**src/rtl/multicycle_control_fsm.sv**
```systemverilog
// Multi-cycle RV32I sequencer (IF/ID/EX/MEM/WB/HALT); strobes are combinational from state, opcode, bcond, mem_ready.
// Memory stalls hold IF/MEM until mem_ready; a watchdog halts after MAX_MEM_WAIT idle cycles (0 disables it).
module multicycle_control_fsm #(
  parameter int MAX_MEM_WAIT = 255
) (
  input  logic       clk,
  input  logic       reset,
  input  logic [6:0] opcode,
  input  logic       bcond,
  input  logic       halt_req,
  input  logic       mem_ready,
  output logic       pc_write,
  output logic [1:0] pc_source,
  output logic       i_or_d,
  output logic       mem_read,
  output logic       mem_write,
  output logic       ir_write,
  output logic       reg_write,
  output logic [1:0] wb_sel,
  output logic       alu_src_a,
  output logic       alu_src_b,
  output logic [1:0] alu_op,
  output logic       halted,
  output logic       mem_timeout
);

  localparam int CNT_W = (MAX_MEM_WAIT > 0) ? $clog2(MAX_MEM_WAIT + 1) : 1;
  localparam logic [CNT_W-1:0] WAIT_LIMIT = CNT_W'(MAX_MEM_WAIT);
  localparam bit WDOG_EN = (MAX_MEM_WAIT > 0);

  localparam logic [6:0] OP_ARITH     = 7'b0110011;
  localparam logic [6:0] OP_ARITH_IMM = 7'b0010011;
  localparam logic [6:0] OP_LOAD      = 7'b0000011;
  localparam logic [6:0] OP_STORE     = 7'b0100011;
  localparam logic [6:0] OP_BRANCH    = 7'b1100011;
  localparam logic [6:0] OP_JAL       = 7'b1101111;
  localparam logic [6:0] OP_JALR      = 7'b1100111;
  localparam logic [6:0] OP_ECALL     = 7'b1110011;

  typedef enum logic [2:0] {S_IF, S_ID, S_EX, S_MEM, S_WB, S_HALT} state_t;

  state_t           state_q, state_d;
  logic [CNT_W-1:0] wait_cnt_q;
  logic             wait_hit;
  logic             timeout_fire;
  logic             is_load;
  logic             needs_ex;

  assign is_load  = (opcode == OP_LOAD);
  assign wait_hit = WDOG_EN && (wait_cnt_q == WAIT_LIMIT) && !mem_ready;

  always_comb begin
    case (opcode)
      OP_ARITH, OP_ARITH_IMM, OP_LOAD, OP_STORE,
      OP_BRANCH, OP_JAL, OP_JALR: needs_ex = 1'b1;
      default:                    needs_ex = 1'b0;
    endcase
  end

  always_comb begin
    state_d      = state_q;
    timeout_fire = 1'b0;
    pc_write     = 1'b0;
    pc_source    = 2'd0;
    i_or_d       = 1'b0;
    mem_read     = 1'b0;
    mem_write    = 1'b0;
    ir_write     = 1'b0;
    reg_write    = 1'b0;
    wb_sel       = 2'd0;
    alu_src_a    = 1'b0;
    alu_src_b    = 1'b0;
    alu_op       = 2'd0;

    case (state_q)
      S_IF: begin
        mem_read = 1'b1;
        if (mem_ready) begin
          ir_write = 1'b1;
          state_d  = S_ID;
        end else if (wait_hit) begin
          timeout_fire = 1'b1;
          state_d      = S_HALT;
        end
      end
      S_ID: begin
        // ALUOut <= PC + imm, ready for branch/jal targets in EX
        alu_src_b = 1'b1;
        if (opcode == OP_ECALL && halt_req) begin
          state_d = S_HALT;
        end else if (needs_ex) begin
          state_d = S_EX;
        end else begin
          pc_write = 1'b1;
          state_d  = S_IF;
        end
      end
      S_EX: begin
        state_d = S_IF;
        case (opcode)
          OP_ARITH: begin
            alu_src_a = 1'b1;
            alu_op    = 2'd1;
            state_d   = S_WB;
          end
          OP_ARITH_IMM: begin
            alu_src_a = 1'b1;
            alu_src_b = 1'b1;
            alu_op    = 2'd1;
            state_d   = S_WB;
          end
          OP_LOAD, OP_STORE: begin
            alu_src_a = 1'b1;
            alu_src_b = 1'b1;
            state_d   = S_MEM;
          end
          OP_BRANCH: begin
            alu_src_a = 1'b1;
            alu_op    = 2'd2;
            pc_write  = 1'b1;
            pc_source = bcond ? 2'd1 : 2'd0;
          end
          OP_JAL: begin
            reg_write = 1'b1;
            wb_sel    = 2'd2;
            pc_write  = 1'b1;
            pc_source = 2'd1;
          end
          OP_JALR: begin
            alu_src_a = 1'b1;
            alu_src_b = 1'b1;
            reg_write = 1'b1;
            wb_sel    = 2'd2;
            pc_write  = 1'b1;
            pc_source = 2'd2;
          end
          default: pc_write = 1'b1;
        endcase
      end
      S_MEM: begin
        i_or_d    = 1'b1;
        mem_read  = is_load;
        mem_write = !is_load;
        if (mem_ready) begin
          if (is_load) begin
            state_d = S_WB;
          end else begin
            pc_write = 1'b1;
            state_d  = S_IF;
          end
        end else if (wait_hit) begin
          timeout_fire = 1'b1;
          state_d      = S_HALT;
        end
      end
      S_WB: begin
        reg_write = 1'b1;
        wb_sel    = is_load ? 2'd1 : 2'd0;
        pc_write  = 1'b1;
        state_d   = S_IF;
      end
      S_HALT:  state_d = S_HALT;
      default: state_d = S_IF;
    endcase

    // Reset held low silences every strobe, including the IF read
    if (!reset) begin
      pc_write  = 1'b0;
      pc_source = 2'd0;
      i_or_d    = 1'b0;
      mem_read  = 1'b0;
      mem_write = 1'b0;
      ir_write  = 1'b0;
      reg_write = 1'b0;
      wb_sel    = 2'd0;
      alu_src_a = 1'b0;
      alu_src_b = 1'b0;
      alu_op    = 2'd0;
    end
  end

  always_ff @(posedge clk or negedge reset) begin
    if (!reset) begin
      state_q     <= S_IF;
      wait_cnt_q  <= '0;
      halted      <= 1'b0;
      mem_timeout <= 1'b0;
    end else begin
      state_q     <= state_d;
      halted      <= (state_d == S_HALT);
      mem_timeout <= mem_timeout | timeout_fire;
      if ((state_q == S_IF || state_q == S_MEM) && state_d == state_q && !mem_ready)
        wait_cnt_q <= wait_cnt_q + 1'b1;
      else
        wait_cnt_q <= '0;
    end
  end

endmodule

```
**config.mk**
```make
export PLATFORM = sky130hd
export DESIGN_NAME = multicycle_control_fsm
export DESIGN_NICKNAME = d
export VERILOG_FILES = /design/src/rtl/multicycle_control_fsm.sv
export SDC_FILE = /design/constraint.sdc
export NUM_CORES = 1
export LEC_CHECK = 0
export ABC_AREA = 1
export CORE_MARGIN = 2
export CORE_UTILIZATION = 35
export CTS_CLUSTER_SIZE = 25
export DETAILED_ROUTE_END_ITERATION = 8
export PLACE_DENSITY_LB_ADDON = 0.2
export SYNTH_ARGS = -nofsm -noshare
export SYNTH_HDL_FRONTEND = slang
export SYNTH_SLANG_ARGS = --single-unit
```
**constraint.sdc**
```tcl
create_clock -name clk -period 1.4 [get_ports clk]
set_input_delay 0.21 -clock clk [delete_from_list [all_inputs] [get_ports clk]]
set_output_delay 0.21 -clock clk [all_outputs]
set_load 0.05 [all_outputs]
```
==> flow_summary.ini <==
[logic_synthesis]
synth_top_cell_by_area = sky130_fd_sc_hd__dfrtp_1
synthFlopType = sky130_fd_sc_hd__dfrtp_1
post_synth_num_cell_types = 25
synth_most_common_cell = sky130_fd_sc_hd__nand2_1
synth-seq-area-share = 0.323
synth_async_sr_flop_share = 1.00
yosysWarnings = 0
synth_enable_flop_cells = 0
mappedNetlistArea_mm2 = 0.00101
average_cell_area_after_synthesis_um2 = 7.00
post_synth_most_frequent_cells = 27 x sky130_fd_sc_hd__nand2_1, 19 x sky130_fd_sc_hd__inv_1, 18 x sky130_fd_sc_hd__nor2_1, 16 x sky130_fd_sc_hd__nand3_1, 13 x sky130_fd_sc_hd__dfrtp_1
synth_top_cell_area_share = 0.323
syn-num-nets = 157
ys_seq_elements = 13
synth.top_cells.by_area = sky130_fd_sc_hd__dfrtp_1 32%, sky130_fd_sc_hd__nand2_1 10%, sky130_fd_sc_hd__nand3_1 7.9%
synth_cells = 144

[routing]
drt_pre_antenna_iters = 4
drtIter0Drc = 59
drt-total-wl_mm = 4.95
post-route-drc-count = 0
vias_per_cell = 5.30
detail-route-antenna-nets = 0
routed_wl_per_cell_um = 17.9
via_count = 1463

[setup_path]
critical-path-max-stage-delay_ns = 0.46
critical_path_buf_inv_count = 1
timing.critical_path.cells = nor3_4 -> nand2_4 -> nor3b_4 -> a21oi_2 -> o21ai_4 -> buf_12
critPathRequiredTime_ns = 1.19
timing.critical_path.from_type = flip-flop
critical_path.endpoint_type = output pin
worst_path_dominant_cell_family = simple AND/OR/NAND/NOR gates
timing.setup.critical_path_class = reg -> out
cp_data_arrival_time_ns = 1.73
worstPathMaxFanout = 5
crit_path_top_delay_cell = sky130_fd_sc_hd__dfrtp_2

[place]
port_buffers = 27
hpwlAfterDp_mm = 2.55
placed_cell_area_mm2 = 0.00198
place_congestion = 0.923
place.detailed.instances = 249

[power_and_ir_drop]
power_switching_mw = 0.972
power.total_mw = 2.19
cell_internal_pwr_mw = 1.22
power_leakage_nw = 1.11
power_frac_seq = 0.209
share_of_power_burned_in_combinational_logic = 0.678
clock_power_share = 0.112
irDropWorstVdd_mv = 1.19
power_density_mw_per_mm2 = 903
power.share.switching = 0.444

[sta]
timing_worst_slew_pin_value_ns = 0.443
min_period_over_period = 1.38
worst_hold_slack_ns = 0.427
worst_slack_ns = -0.536
rsz0062_at_grt = true
final_max_slew_viol_count = 0
slew_headroom = 0.704
timing.clock.skew_ns = 0.00987
setup_viol = 26
fmax_mhz = 517
timing.final.crit_period_ns = 1.94
finalHoldViolCount = 0

[floorplanning]
die-height_um = 57.7
die_w_um = 57.7
die_area_mm2 = 0.00333
io_pins = 28
core.rowCount = 19
floorplan.core_area_mm2 = 0.00276
initial_utilization = 0.366

[grt]
first_global_vias = 1431
grt_start_max_net_pins = 13
grt.total_usage = 0.267
grt-ovfl-total = 0
antenna_found_initial = 0
first_pass_grt_wire_length_mm = 6.75

[cts]
cts_inserted_buffers = 3
h_tree_levels = 1
clock-sinks = 13
tritoncts_clock_tree = done
insertion_delay_ns = 0.29
buffers_from_clock_root_to_sink_at_most = 2
clkSlewWorstSetupHoldPaths_ns = 0.08
ctsRootBufferMaster = sky130_fd_sc_hd__clkbuf_4

[cells_and_area]
nNetsFinal = 259
regArea_um2 = 328
multiInputGateArea_um2 = 916
share_of_final_layout_standard_cells_stronger_than_drive_strength_1 = 0.673
finish.instance_area_mm2 = 0.00243
area_delta_synth_final_pct = 141
post_layout_instance_count_excluding_filler_cells = 276
final.fill_count = 116
finalCoreUtilization = 0.880
antenna_diode_instance_count = 0

[run]
maxCapViolations = 0

[run_status]
run_status = complete, but fails checks
violations = setup timing

[min_path]
hp-class = in -> async
## stage by stage
step	worst slack (ns)	setup TNS, ns
6_report	-0.536	-10.03
5_1_grt	-0.612	-11.70
4_1_cts	-0.463	-7.38
3_5_place_dp	-0.672	-11.78
3_3_place_gp	-0.587	-10.03
2_1_floorplan	-0.477	-2.62
## per-layer routing
layer / vias up / part of all wire / global-route usage
met2: 60 / 0.52 / 0.482
li1: 672 / - / -
met1: 710 / 0.40 / 0.312
met5: - / 0 / 0
met4: 0 / 0.028 / 0.0897
met3: 21 / 0.053 / 0.0558
## power groups by stage
stage | sequential (mW) | clock [mW] | combinational (mW)
5_1_grt | 0.460 | 0.272 | 1.57
4_1_cts | 0.453 | 0.239 | 1.22
3_3_place_gp | 0.465 | 0 | 0.999
6_report | 0.458 | 0.246 | 1.49
3_5_place_dp | 0.467 | 0 | 1.03
2_1_floorplan | 0.465 | 0 | 0.544
## final timing paths
check | startpoint | to | slack (ns) | cells past startpoint
worst max-delay path | state_q[0]$_DFF_PN0_ | alu_src_b | -0.54 | 6
worst min-delay path | reset | halted$_DFF_PN0_ | 0.43 | 3
worst max register to register | state_q[1]$_DFF_PN0_ | wait_cnt_q[4]$_DFF_PN0_ | -0.49 | 13
worst min register to register | mem_timeout$_DFF_PN0_ | mem_timeout$_DFF_PN0_ | 0.55 | 1
max in group asynchronous | reset | state_q[0]$_DFF_PN0_ | 0.74 | 3
min in group clk | mem_timeout$_DFF_PN0_ | mem_timeout$_DFF_PN0_ | 0.55 | 1
## state kept, by name (all words and copies together), names as in the netlist
register / flops
halted: 1
wait_cnt_q: 8
mem_timeout: 1
state_q: 3
## cells in the final DEF, fill, tap and decap left out, types with 2 or more instances in the layout
cell type	count
sky130_fd_sc_hd__a21oi_4	2
sky130_fd_sc_hd__dlygate4sd2_1	6
sky130_fd_sc_hd__nand2_2	9
sky130_fd_sc_hd__nand2_4	3
sky130_fd_sc_hd__dfrtp_2	2
sky130_fd_sc_hd__inv_1	13
sky130_fd_sc_hd__nand2_1	16
sky130_fd_sc_hd__nor2_2	10
sky130_fd_sc_hd__nor3_4	6
sky130_fd_sc_hd__nor2_4	10
sky130_fd_sc_hd__buf_4	57
sky130_fd_sc_hd__dfrtp_1	11
sky130_fd_sc_hd__nand3_2	6
sky130_fd_sc_hd__nand4_1	2
sky130_fd_sc_hd__buf_6	12
sky130_fd_sc_hd__nand3_4	3
sky130_fd_sc_hd__xor2_1	3
sky130_fd_sc_hd__buf_12	17
sky130_fd_sc_hd__nor2_1	9
sky130_fd_sc_hd__clkdlybuf4s50_1	4
sky130_fd_sc_hd__clkbuf_4	3
sky130_fd_sc_hd__o21ai_4	2
sky130_fd_sc_hd__inv_2	6
sky130_fd_sc_hd__nand3_1	10
sky130_fd_sc_hd__xnor2_1	3
sky130_fd_sc_hd__a21oi_2	4
## area by class of cell
type / count / share of cell area
Sequential cell: 13 / 0.135
Clock buffer: 3 / 0.00928
Timing Repair Buffer: 97 / 0.415
Tap cell: 31 / 0.0160
Multi-Input combinational cell: 108 / 0.378
Inverter: 23 / 0.0454
Clock inverter: 1 / 0.00206
## worst register-to-register path, stage by stage (launching register included)
cell and delay, ns:
sky130_fd_sc_hd__dfrtp_1 0.38, sky130_fd_sc_hd__buf_4 0.13, sky130_fd_sc_hd__buf_6 0.11, sky130_fd_sc_hd__nand3_4 0.09
sky130_fd_sc_hd__buf_6 0.13, sky130_fd_sc_hd__buf_6 0.11, sky130_fd_sc_hd__a21oi_2 0.17, sky130_fd_sc_hd__nand2_1 0.12
sky130_fd_sc_hd__nand3_2 0.12, sky130_fd_sc_hd__nand2_1 0.08, sky130_fd_sc_hd__nand2_1 0.11, sky130_fd_sc_hd__inv_2 0.08
sky130_fd_sc_hd__nand2_8 0.11, sky130_fd_sc_hd__nor2_2 0.06
## logic make-up (layout without fill, tap and decap cells)
logic type | count (synthesis) | in the layout | share of synthesized area
compound gates | 12 | 12 | 0.0806
xor+xnor | 6 | 6 | 0.0521
fa+ha+maj | 1 | 1 | 0.0124
buf+inv | 23 | 124 | 0.0856
flops | 13 | 13 | 0.323
simple gates | 89 | 89 | 0.447
## repair_timing
| item | CTS | global route |
|---|---|---|
| hold endpoints to repair | 0 | 0 |
| resized for setup | 40 | 31 |
| pin swaps | 22 | 14 |
| hold buffers | 0 | 0 |
| setup endpoints to repair | 23 | 24 |
| buffers inserted | 14 | 13 |
No activity file was read; power rests on OpenSTA's default activity.
